--- src/rtl/snes_pad_responder.sv ---
// ---------------------------------------------------------------------------
// snes_pad_responder
//   Device side of the SNES controller serial link. Emulates a pad toward a
//   host console or fixture: captures the button state while the host holds
//   latch high, then shifts the 16-bit frame out LSB first, one bit per
//   host clock rising edge. Data on the wire is active-low (0 = pressed).
//
//   Host latch/clock are asynchronous; each passes through SYNC_STAGES
//   flops plus one edge-detect flop, so a host edge affects the registered
//   outputs SYNC_STAGES+1 clock cycles later.
//
// Ports
//   clock          system clock (cpu_clock domain)
//   rst            synchronous, active-low reset
//   buttons[11:0]  pressed = 1; [0]B [1]Y [2]Sel [3]Start [4]Up [5]Down
//                  [6]Left [7]Right [8]A [9]X [10]L [11]R
//   snes_latch_in  host latch, active-high, asynchronous
//   snes_clock_in  host shift clock, idles high, asynchronous
//   snes_data_out  serial data, active-low
//   busy           high while a frame is latched or shifting
//   frame_done     one-cycle pulse after the last bit has been shifted
//   bit_count      index of the bit currently on snes_data_out
//
// Optional feature (macro SNES_RESP_TIMEOUT_EN): abandon a frame that has
//   seen no host clock edge for TIMEOUT_CYCLES cycles while shifting.
// ---------------------------------------------------------------------------
module snes_pad_responder #(
  parameter int SYNC_STAGES    = 2,
  parameter int NUM_BITS       = 16,
  parameter int TIMEOUT_CYCLES = 4096
) (
  input  logic        clock,
  input  logic        rst,
  input  logic [11:0] buttons,
  input  logic        snes_latch_in,
  input  logic        snes_clock_in,
  output logic        snes_data_out,
  output logic        busy,
  output logic        frame_done,
  output logic [4:0]  bit_count
);

  typedef enum logic [1:0] {IDLE, LATCHED, SHIFT, DONE} state_t;

  localparam logic [4:0] LAST_BIT = 5'(NUM_BITS);

  state_t                 state_q;
  logic [SYNC_STAGES-1:0] latch_sync_q;
  logic [SYNC_STAGES-1:0] clk_sync_q;
  logic                   latch_prev_q;
  logic                   clk_prev_q;
  logic [NUM_BITS-1:0]    shift_q;
  logic                   busy_q;
  logic                   done_q;
  logic [4:0]             cnt_q;

  logic                   latch_s;
  logic                   clk_s;
  logic                   latch_rise;
  logic                   latch_fall;
  logic                   clk_rise;
  logic [NUM_BITS-1:0]    load_d;
  logic [NUM_BITS-1:0]    shift_d;
  logic [4:0]             cnt_d;

`ifdef SNES_RESP_TIMEOUT_EN
  localparam int TW = $clog2(TIMEOUT_CYCLES + 1);
  localparam logic [TW-1:0] TO_LAST = TW'(TIMEOUT_CYCLES - 1);
  logic [TW-1:0] to_q;
  logic          clk_fall;
`endif

  // Synchronizers and edge-detect flops. Reset to the idle line levels so
  // leaving reset never looks like a host edge.
  always_ff @(posedge clock) begin
    if (!rst) begin
      latch_sync_q <= '0;
      clk_sync_q   <= '1;
      latch_prev_q <= 1'b0;
      clk_prev_q   <= 1'b1;
    end else begin
      latch_sync_q <= {latch_sync_q[SYNC_STAGES-2:0], snes_latch_in};
      clk_sync_q   <= {clk_sync_q[SYNC_STAGES-2:0], snes_clock_in};
      latch_prev_q <= latch_sync_q[SYNC_STAGES-1];
      clk_prev_q   <= clk_sync_q[SYNC_STAGES-1];
    end
  end

  assign latch_s    = latch_sync_q[SYNC_STAGES-1];
  assign clk_s      = clk_sync_q[SYNC_STAGES-1];
  assign latch_rise = latch_s & ~latch_prev_q;
  assign latch_fall = ~latch_s & latch_prev_q;
  assign clk_rise   = clk_s & ~clk_prev_q;
`ifdef SNES_RESP_TIMEOUT_EN
  assign clk_fall   = ~clk_s & clk_prev_q;
`endif

  // Frame image: pad ID bits above the buttons stay 1, buttons inverted.
  always_comb begin
    load_d        = '1;
    load_d[11:0]  = ~buttons;
  end

  // Zero fill so the line sits low once the whole frame has been shifted.
  assign shift_d = {1'b0, shift_q[NUM_BITS-1:1]};
  assign cnt_d   = cnt_q + 5'd1;

  always_ff @(posedge clock) begin
    if (!rst) begin
      state_q <= IDLE;
      shift_q <= '1;
      busy_q  <= 1'b0;
      done_q  <= 1'b0;
      cnt_q   <= 5'd0;
`ifdef SNES_RESP_TIMEOUT_EN
      to_q    <= '0;
`endif
    end else begin
      done_q <= 1'b0;
      case (state_q)
        IDLE: begin
          if (latch_s) begin
            state_q <= LATCHED;
            shift_q <= load_d;
            busy_q  <= 1'b1;
            cnt_q   <= 5'd0;
          end
        end
        LATCHED: begin
          // Keep tracking buttons so the value at latch fall is captured.
          shift_q <= load_d;
          cnt_q   <= 5'd0;
`ifdef SNES_RESP_TIMEOUT_EN
          to_q    <= '0;
`endif
          if (latch_fall) state_q <= SHIFT;
        end
        SHIFT: begin
          // A new latch outranks a simultaneous clock edge.
          if (latch_rise) begin
            state_q <= LATCHED;
            shift_q <= load_d;
            cnt_q   <= 5'd0;
          end else if (clk_rise) begin
            shift_q <= shift_d;
            cnt_q   <= cnt_d;
`ifdef SNES_RESP_TIMEOUT_EN
            to_q    <= '0;
`endif
            if (cnt_d == LAST_BIT) begin
              state_q <= DONE;
              busy_q  <= 1'b0;
              done_q  <= 1'b1;
            end
          end
`ifdef SNES_RESP_TIMEOUT_EN
          else if (clk_fall) begin
            to_q <= '0;
          end else if (to_q == TO_LAST) begin
            state_q <= IDLE;
            shift_q <= '1;
            busy_q  <= 1'b0;
            cnt_q   <= 5'd0;
            to_q    <= '0;
          end else begin
            to_q <= to_q + 1'b1;
          end
`endif
        end
        DONE: begin
          if (latch_s) begin
            state_q <= LATCHED;
            shift_q <= load_d;
            busy_q  <= 1'b1;
            cnt_q   <= 5'd0;
          end
        end
        default: state_q <= IDLE;
      endcase
    end
  end

  assign snes_data_out = shift_q[0];
  assign busy          = busy_q;
  assign frame_done    = done_q;
  assign bit_count     = cnt_q;

endmodule

--- config.mk ---
export PLATFORM = sky130hd
export DESIGN_NAME = snes_pad_responder
export DESIGN_NICKNAME = d
export VERILOG_FILES = /design/src/rtl/snes_pad_responder.sv
export SDC_FILE = /design/constraint.sdc
export NUM_CORES = 1
export LEC_CHECK = 0
export BUFFER_PORTS_ARGS = -buffer_cell sky130_fd_sc_hd__buf_2
export CAP_MARGIN = 20
export CORE_MARGIN = 2
export CORE_UTILIZATION = 54
export CTS_CLUSTER_SIZE = 8
export DETAILED_ROUTE_END_ITERATION = 10
export HOLD_SLACK_MARGIN = 0.15
export PLACE_DENSITY = 0.84
export SYNTH_ARGS = -nofsm -noshare
export SYNTH_HDL_FRONTEND = slang
export SYNTH_SLANG_ARGS = --single-unit
--- constraint.sdc ---
create_clock -name clock -period 1.95 [get_ports clock]
set_clock_uncertainty 0.1 [all_clocks]
set_input_delay 0.0975 -clock clock [delete_from_list [all_inputs] [get_ports clock]]
set_output_delay 0.0975 -clock clock [all_outputs]
set_load 0.01 [all_outputs]
Word-level counts from Yosys, hierarchy flattened
Cells that the tools add are included.
{ "word_totals": {"regBits": 31, "input_bits": 16, "out_inout_bits": 8, "wordCells": 58} }
{ "classes": {"n_addsub": 1, "eq_ne": 11, "n_mux": 20, "bitwise_logic": 10, "reduce_logical": 7} }
{ "ops": {"columns": ["cell", "count"], "rows": [
  ["$mux W16", 3],
  ["$pmux W16 S3", 1],
  ["$mux W5", 3],
  ["$pmux W5 S3", 1],
  ["$not A12 Y12", 1],
  ["$mux W2", 5],
  ["$ne A2 B2 Y1 const B", 4],
  ["$ne A3 B3 Y1 const B", 2],
  ["$not A1 Y1", 6],
  ["$pmux W2 S3", 1],
  ["$add A5 B1 Y5 const B", 1],
  ["$eq A5 B5 Y1 const B", 1],
  ["$mux W1", 5],
  ["$reduce_and A5 Y1", 1],
  ["$eq A2 B2 Y1 const B", 2],
  ["$reduce_and A4 Y1", 1],
  ["$reduce_or A4 Y1", 1],
  ["$and A1 B1 Y1", 3],
  ["$eq A2 B1 Y1 const B", 1],
  ["$logic_not A2 Y1", 1],
  ["$ne A2 B1 Y1 const B", 1],
  ["$pmux W1 S2", 1],
  ["$reduce_and A2 Y1", 1],
  ["$reduce_bool A2 Y1", 1],
  ["$reduce_or A2 Y1", 1]
]} }

Depth between registers and ports, before layout
Gate-level depths: netlist of run 1.
{ "depth": {"depth_word": 6, "mapped_depth": 8, "depth_no_buf": 7} }

Least setup slack after synthesis of run 1
OpenSTA, ideal clock, no wires.
{ "synth_timing": {"kind": "flip-flop to flip-flop", "startpoint": "register state_q[0]", "endpoint": "register state_q[0]", "setup_ns": 0.115, "t_arrival_ns": 1.471, "required_ns": 1.735, "setup_slack_ns": 0.264, "path_stages_with_launch": 9, "n_path_buf": 1, "period_less_slack_ns": 1.686, "cell_sequence": "dfxtp_1 > inv_1 > ha_1 > nand2b_4 > a21bo_1 > buf_6 > o31ai_4 > a21oi_1 > o21a_1"} }
{ "synth_via": {"elab_chain_cells": 4, "elab_cells_between_ends": 11, "cone_classes": "7 x eq/ne; 1 x mux; 3 x reduce/logical"} }
{ "synth_rtl": {"columns": ["element", "line", "text"], "rows": [
  ["start, declared", "47", "state_t state_q;"],
  ["start signal, assigned", "110", "state_q <= IDLE;"],
  ["start signal, assigned", "123", "state_q <= LATCHED;"],
  ["start signal, assigned", "136", "if (latch_fall) state_q <= SHIFT;"],
  ["$eq A2 B2 Y1 or $logic_not A2 Y1 (tied branches)", "120", "case (state_q)"],
  ["$reduce_or A2 Y1 (no source line)", null, null],
  ["$ne A2 B1 Y1 (no source line)", null, null],
  ["$reduce_and A4 Y1 (no source line)", null, null]
]} }
Several ways; a longest one is shown, not always the timed one.
A chain may end at the register's enable or synchronous reset.

Worst setup path in the final report of run 1
{ "layout_timing": {"startpoint": "register state_q[0]", "endpoint": "register state_q[1]"} }
The elaborated chain is that of the path after synthesis.

==> summary.json, run 1 <==
{
  "grt.overflow.total": {"value": 0},
  "yosysWarnings": {"value": 0},
  "post_drt_wl_per_cell": {"value": 13.0, "unit": "µm"},
  "global_route_wire_length_before_repair": {"value": 4800, "unit": "µm"},
  "utilization": {"value": 0.706},
  "globalplace.congestion": {"value": 0.760},
  "static-leakage-power": {"value": 0.759, "unit": "nW"},
  "antenna_found_initial": {"value": 0},
  "final_setup_violation_count": {"value": 0},
  "final_critical_delay_including_setup_and_external_delays": {"value": 1780, "unit": "ps"},
  "tritoncts.num_buffers": {"value": 5},
  "number_of_placed_instances_with_taps_included": {"value": 200},
  "cp.depth": {"value": 7},
  "power.share.switching": {"value": 0.358},
  "finalNetCount": {"value": 212},
  "report.final.hold_viol_count": {"value": 0},
  "route.vias.total": {"value": 1241},
  "synth_edf_count": {"value": 0},
  "dr.first_iter.drc_count": {"value": 29},
  "longest_clk_path_bufs": {"value": 2},
  "post_route_drc_violation_count": {"value": 0},
  "pwr_density_cell": {"value": 1080, "unit": "nW/µm²"},
  "status": {"value": "complete, no violations"},
  "clock_transition_at_path_regs": {"value": 90, "unit": "ps"},
  "cts_tree": {"value": "built"},
  "core": {"value": 2430, "unit": "µm²"},
  "clkLatencyLatePin": {"value": 340, "unit": "ps"},
  "power.total": {"value": 0.00185, "unit": "W"},
  "path_cells": {"value": "inv_1 > ha_1 > nand2b_4 > nand2_4 > o31ai_4 > a21oi_1 > nor3_2"},
  "place_hpwl": {"value": 1900, "unit": "µm"},
  "initial_utilization": {"value": 0.561},
  "max_slew.worst_pin.slew": {"value": 338, "unit": "ps"},
  "dieWidth": {"value": 54.3, "unit": "µm"},
  "postCtsSetupRepairBufs": {"value": 0},
  "setup.worst_path.start_class": {"value": "register"},
  "cts-root-buf": {"value": "sky130_fd_sc_hd__clkbuf_4"},
  "wirelength": {"value": 2910, "unit": "µm"},
  "die_y": {"value": 54.3, "unit": "µm"},
  "syn-mean-instance-area": {"value": 9.03, "unit": "µm²"},
  "setup.worst_path.class": {"value": "reg -> reg"},
  "critical_path_arrival": {"value": 1940, "unit": "ps"},
  "final_antenna_net_count": {"value": 0},
  "groute.usage.overall": {"value": 0.236},
  "maxSlewHeadroom": {"value": 0.775},
  "port-buffer-count": {"value": 23},
  "ys_dominant_reg_cell": {"value": "sky130_fd_sc_hd__dfxtp_1"},
  "vdd_ir_drop_max": {"value": 0.000763, "unit": "V"},
  "max_freq": {"value": 562, "unit": "MHz"},
  "switchingPower": {"value": 0.000661, "unit": "W"},
  "final_min_period_over_clock_period": {"value": 0.913},
  "layout.cells.non_filler": {"value": 224},
  "number_of_optimization_iterations_in_the_first_detailed_route_pass": {"value": 4},
  "antenna-diode-count": {"value": 0},
  "timing.max_cap.violations": {"value": 0},
  "required": {"value": 2110, "unit": "ps"},
  "routed_via_density": {"value": 5.54},
  "synth_sequential_area_ratio": {"value": 0.455},
  "critical-path-slowest-cell": {"value": "sky130_fd_sc_hd__ha_1"},
  "fraction_of_registers_with_async_set_reset": {"value": 0},
  "fp.dieArea": {"value": 2940, "unit": "µm²"},
  "flow.area_growth_from_synthesis": {"value": 26.0, "unit": "%"},
  "setup.worst_path.end_class": {"value": "register"},
  "path_type_of_the_worst_min_delay_path": {"value": "reg -> reg"},
  "post_synthesis_cells": {"value": 151},
  "grt_pass1_vias": {"value": 1138},
  "reg2reg_depth": {"value": 7},
  "worst_hold_slack": {"value": 324, "unit": "ps"},
  "proportion_of_power_drawn_by_combinational_gates": {"value": 0.347},
  "synth.ff_latch_count": {"value": 31},
  "floorplan.io_pins": {"value": 24},
  "cts_htree_levels": {"value": 2},
  "synth_cell_types": {"value": 38},
  "min_delay_path_depth": {"value": 1},
  "syn-cell-area": {"value": 1360, "unit": "µm²"},
  "final_slew_violations": {"value": 0},
  "net_count_of_the_mapped_netlist": {"value": 170},
  "rsz0062_at_grt": {"value": "false"},
  "core.rowCount": {"value": 18},
  "critical_path.top_delay_family": {"value": "simple AND/OR/NAND/NOR gates"},
  "drive_gt1_frac": {"value": 0.237},
  "cell_internal_pwr": {"value": 0.00119, "unit": "W"},
  "cp_num_buf_inv": {"value": 1},
  "timing.setup.tns": {"value": 0, "unit": "ps"},
  "clkPwrFrac": {"value": 0.192},
  "critPathMaxStageDelay": {"value": 360, "unit": "ps"},
  "crit_fanout": {"value": 10},
  "part_of_the_total_power_dissipated_in_sequential_elements": {"value": 0.461},
  "grt_start_max_net_pins": {"value": 21},
  "cts.sinks": {"value": 31}
}
## state kept, by name, summed over array words and instances (netlist names)
name	cells
frame_done	1
shift_q	16
latch_prev_q	1
state_q	2
busy	1
bit_count	5
latch_sync_q	2
clk_prev_q	1
clk_sync_q	2
## per-stage QoR
stage               setup WS, ps  instance area (µm²)
floorplan                    264                 1360
detailed placement           194                 1510
CTS                          174                 1720
global placement             244                 1510
global route                74.3                 1720
finish                       170                 1720
## final cells by class
| class | count | area [µm²] |
|---|---|---|
| fillers | 181 | 714 |
| inverters | 4 | 15.0 |
| well taps | 30 | 37.5 |
| clock buffers | 5 | 37.5 |
| repair buffers | 43 | 305 |
| multi-input cells | 108 | 687 |
| clock inverters | 3 | 15.0 |
| flip-flops and latches | 31 | 621 |
## Yosys cell counts, types with 2 or more instances
| library cell | count | area share |
|---|---|---|
| sky130_fd_sc_hd__and2_1 | 3 | 0.014 |
| sky130_fd_sc_hd__dfxtp_1 | 31 | 0.46 |
| sky130_fd_sc_hd__nor4_1 | 2 | 0.0092 |
| sky130_fd_sc_hd__clkbuf_1 | 4 | 0.011 |
| sky130_fd_sc_hd__a21oi_1 | 9 | 0.033 |
| sky130_fd_sc_hd__ha_1 | 3 | 0.028 |
| sky130_fd_sc_hd__o211ai_1 | 8 | 0.044 |
| sky130_fd_sc_hd__o2111ai_1 | 4 | 0.026 |
| sky130_fd_sc_hd__buf_2 | 3 | 0.011 |
| sky130_fd_sc_hd__nand2_1 | 27 | 0.074 |
| sky130_fd_sc_hd__o21ai_0 | 11 | 0.040 |
| sky130_fd_sc_hd__inv_1 | 4 | 0.011 |
| sky130_fd_sc_hd__nor3_1 | 4 | 0.015 |
| sky130_fd_sc_hd__nor2_1 | 2 | 0.0055 |
| sky130_fd_sc_hd__mux2i_1 | 3 | 0.022 |
| sky130_fd_sc_hd__nand3_1 | 7 | 0.026 |
| sky130_fd_sc_hd__nand2b_1 | 5 | 0.023 |
## cells by family (layout without fill, tap and decap cells)
logic type,after synthesis,after routing,share of synthesized area
adders and majority gates,3,3,0.0275
AOI/OAI and AO/OA,43,43,0.228
and+or+nand+nor,59,59,0.227
muxes,3,3,0.0220
DFF,31,31,0.455
buffers and inverters,12,55,0.0413
## routing by layer
metal,wire [µm],global-route usage,up-vias
li1,-,-,626
met2,1460,0.398,21
met1,1260,0.251,586
met5,0,0,-
met3,103,0.0820,8
met4,90,0.146,0
## worst reg2reg max path, stage by stage, from the launching register on
cell                       delay, ps
sky130_fd_sc_hd__dfxtp_1         340
sky130_fd_sc_hd__inv_1            60
sky130_fd_sc_hd__ha_1            360
sky130_fd_sc_hd__nand2b_4        130
sky130_fd_sc_hd__nand2_4         110
sky130_fd_sc_hd__o31ai_4         300
sky130_fd_sc_hd__a21oi_1         120
sky130_fd_sc_hd__nor3_2          190
## power by group through the flow
stage               clock network (W)  logic, W  registers [W]
detailed placement                  0  0.000610       0.000865
global route                 0.000387  0.000722       0.000869
CTS                          0.000361  0.000636       0.000851
floorplan                           0  0.000496       0.000855
global placement                    0  0.000582       0.000857
finish                       0.000355  0.000641       0.000853
## cells in the final DEF (no fill, tap or decap), types with 5 or more instances in the layout
| cell type | instances |
|---|---|
| sky130_fd_sc_hd__clkbuf_4 | 5 |
| sky130_fd_sc_hd__nand2b_1 | 5 |
| sky130_fd_sc_hd__dfxtp_1 | 31 |
| sky130_fd_sc_hd__buf_2 | 23 |
| sky130_fd_sc_hd__dlygate4sd3_1 | 16 |
| sky130_fd_sc_hd__o21ai_0 | 11 |
| sky130_fd_sc_hd__nand3_1 | 7 |
| sky130_fd_sc_hd__a21oi_1 | 9 |
| sky130_fd_sc_hd__o211ai_1 | 8 |
| sky130_fd_sc_hd__nand2_1 | 27 |
## worst paths after layout
check,start,to,slack (ps)
setup / recovery,state_q[0]$_SDFFE_PN0P_,state_q[1]$_SDFFE_PN0P_,170
hold / removal,clk_sync_q[0]$_SDFF_PN1_,clk_sync_q[1]$_SDFF_PN1_,320
setup reg to reg,state_q[0]$_SDFFE_PN0P_,state_q[1]$_SDFFE_PN0P_,170
hold reg to reg,clk_sync_q[0]$_SDFF_PN1_,clk_sync_q[1]$_SDFF_PN1_,320
## repair_timing
item                      4_1_cts  5_1_grt
hold buffers                   16        0
hold endpoints to repair       25        0
resized for setup               0        0
(Power assumes the default switching activity.)
==> run 2, diff against run 1 <==
- REMOVE_ABC_BUFFERS: default -> 1
==> summary.json, run 2 (same netlist as run 1, synthesis figures left out) <==
{
  "status": {"value": "complete, no violations"},
  "longest_clk_path_bufs": {"value": 2},
  "flow.area_growth_from_synthesis": {"value": 28.4, "unit": "%"},
  "ctsHoldBuffers": {"value": 17},
  "max_freq": {"value": 554, "unit": "MHz"},
  "crit_fanout": {"value": 10},
  "post_route_drc_violation_count": {"value": 0},
  "setup.worst_path.end_class": {"value": "register"},
  "tritoncts.num_buffers": {"value": 5},
  "clkLatencyLatePin": {"value": 340, "unit": "ps"},
  "antenna-diode-count": {"value": 0},
  "globalplace.congestion": {"value": 0.828},
  "setup.worst_path.start_class": {"value": "register"},
  "fp.dieArea": {"value": 2940, "unit": "µm²"},
  "vdd_ir_drop_max": {"value": 0.000774, "unit": "V"},
  "critical_path_arrival": {"value": 1950, "unit": "ps"},
  "postCtsSetupRepairBufs": {"value": 0},
  "power.total": {"value": 0.00195, "unit": "W"},
  "register_ranked_first_by_flip_flop_count": {"value": "shift_q"},
  "grt_util_met2": {"value": 0.392},
  "cts.sinks": {"value": 31},
  "final_slew_violations": {"value": 0},
  "wirelength": {"value": 2940, "unit": "µm"},
  "maxSlewHeadroom": {"value": 0.758},
  "switchingPower": {"value": 0.000667, "unit": "W"},
  "number_of_optimization_iterations_in_the_first_detailed_route_pass": {"value": 4},
  "grt.overflow.total": {"value": 0},
  "grt_start_max_net_pins": {"value": 18},
  "drive_gt1_frac": {"value": 0.235},
  "max_reg_flops": {"value": 16},
  "global_route_wire_length_before_repair": {"value": 4840, "unit": "µm"},
  "floorplan.io_pins": {"value": 24},
  "grt_pass1_vias": {"value": 1130},
  "place_hpwl": {"value": 1980, "unit": "µm"},
  "static-leakage-power": {"value": 0.772, "unit": "nW"},
  "timing.setup.tns": {"value": 0, "unit": "ps"},
  "die_y": {"value": 54.3, "unit": "µm"},
  "mostFrequentLayoutCell": {"value": "sky130_fd_sc_hd__dfxtp_1"},
  "proportion_of_power_drawn_by_combinational_gates": {"value": 0.342},
  "initial_utilization": {"value": 0.561},
  "setup.worst_path.class": {"value": "reg -> reg"},
  "core": {"value": 2430, "unit": "µm²"},
  "use_met3": {"value": 0.0847},
  "routed_via_density": {"value": 5.59},
  "cell_internal_pwr": {"value": 0.00128, "unit": "W"},
  "power.share.switching": {"value": 0.343},
  "core.rowCount": {"value": 18},
  "part_of_the_total_power_dissipated_in_sequential_elements": {"value": 0.439},
  "max_slew.worst_pin.slew": {"value": 360, "unit": "ps"},
  "final_critical_delay_including_setup_and_external_delays": {"value": 1810, "unit": "ps"},
  "most_frequent_cells_in_the_layout": {"value": "sky130_fd_sc_hd__dfxtp_1, sky130_fd_sc_hd__nand2_1, sky130_fd_sc_hd__buf_2"},
  "ctsResizeCount": {"value": 0},
  "dr.first_iter.drc_count": {"value": 25},
  "globalRouteMet1Util": {"value": 0.263},
  "post_drt_wl_per_cell": {"value": 13.0, "unit": "µm"},
  "clock_transition_at_path_regs": {"value": 100, "unit": "ps"},
  "required": {"value": 2090, "unit": "ps"},
  "final_setup_violation_count": {"value": 0},
  "groute.usage.overall": {"value": 0.235},
  "report.final.hold_viol_count": {"value": 0},
  "cts_htree_levels": {"value": 2},
  "port-buffer-count": {"value": 23},
  "num-fill-cells": {"value": 179},
  "path_type_of_the_worst_min_delay_path": {"value": "reg -> reg"},
  "final_antenna_net_count": {"value": 0},
  "rsz0062_at_grt": {"value": "false"},
  "antenna_found_initial": {"value": 0},
  "finalNetCount": {"value": 214},
  "grt_most_used_layer": {"value": "met2"},
  "final_min_period_over_clock_period": {"value": 0.926},
  "clkPwrFrac": {"value": 0.220},
  "cts_tree": {"value": "built"},
  "route.vias.total": {"value": 1263},
  "pwr_density_cell": {"value": 1110, "unit": "nW/µm²"},
  "timing.max_cap.violations": {"value": 0},
  "dieWidth": {"value": 54.3, "unit": "µm"},
  "cts-root-buf": {"value": "sky130_fd_sc_hd__clkbuf_4"}
}
==> run 2: cell count changes in the layout (fill, tap and decap cells not counted), sizes merged <==
cell / delta
dlygate4sd3: +1
clkinv: -3
clkbuf: +3
buf: +1
==> run 2: power groups by stage <==
stage / logic [W] / clock network (W) / registers, W
6_report: 0.000665 / 0.000428 / 0.000854
5_1_grt: 0.000734 / 0.000472 / 0.000871
4_1_cts: 0.000662 / 0.000437 / 0.000852
3_5_place_dp: 0.000636 / 0 / 0.000865
3_3_place_gp: 0.000595 / 0 / 0.000856
2_1_floorplan: 0.000442 / 0 / 0.000855
==> run 2: worst paths after layout <==
check / slack (ps) / depth (start not counted) / to / startpoint
setup reg to reg: 140 / 7 / state_q[0]$_SDFFE_PN0P_ / state_q[0]$_SDFFE_PN0P_
hold / removal: 320 / 1 / clk_sync_q[1]$_SDFF_PN1_ / clk_sync_q[0]$_SDFF_PN1_
hold reg to reg: 320 / 1 / clk_sync_q[1]$_SDFF_PN1_ / clk_sync_q[0]$_SDFF_PN1_
setup / recovery: 140 / 7 / state_q[0]$_SDFFE_PN0P_ / state_q[0]$_SDFFE_PN0P_
==> run 2: metrics by stage <==
stage | hold WS [ps] | cell area (µm²) | instances | setup slack, ps | util
floorplan | 69.3 | 1320 | 143 | 206 | -
global placement | 178 | 1510 | 201 | 250 | 0.622
detailed placement | 184 | 1510 | 201 | 170 | 0.622
CTS | 319 | 1750 | 226 | 161 | 0.720
global route | 343 | 1750 | 226 | 54.7 | 0.720
finish | 316 | 1750 | 226 | 144 | 0.720
==> run 2: metal layers <==
layer	part of all wire	vias to the layer above
met2	0.49	36
met1	0.44	593
met5	0	-
li1	-	625
met3	0.052	9
met4	0.024	0
==> run 2: area by class of cell <==
cell class                      instances  area [µm²]  area share
Clock buffer                            8        68.8      0.0393
Sequential cell                        31         621       0.354
Timing Repair Buffer                   45         323       0.184
Tap cell                               30        37.5      0.0214
Inverter                                4        15.0     0.00857
Multi-Input combinational cell        108         687       0.392
==> run 2: worst max-delay path, cell delays in order (launching register included) <==
cell and delay [ps]:
sky130_fd_sc_hd__dfxtp_1 360, sky130_fd_sc_hd__inv_1 70, sky130_fd_sc_hd__ha_1 360, sky130_fd_sc_hd__nand2b_4 130, sky130_fd_sc_hd__nand2_4 120, sky130_fd_sc_hd__o31ai_4 290
sky130_fd_sc_hd__a21oi_1 100, sky130_fd_sc_hd__o21a_1 180
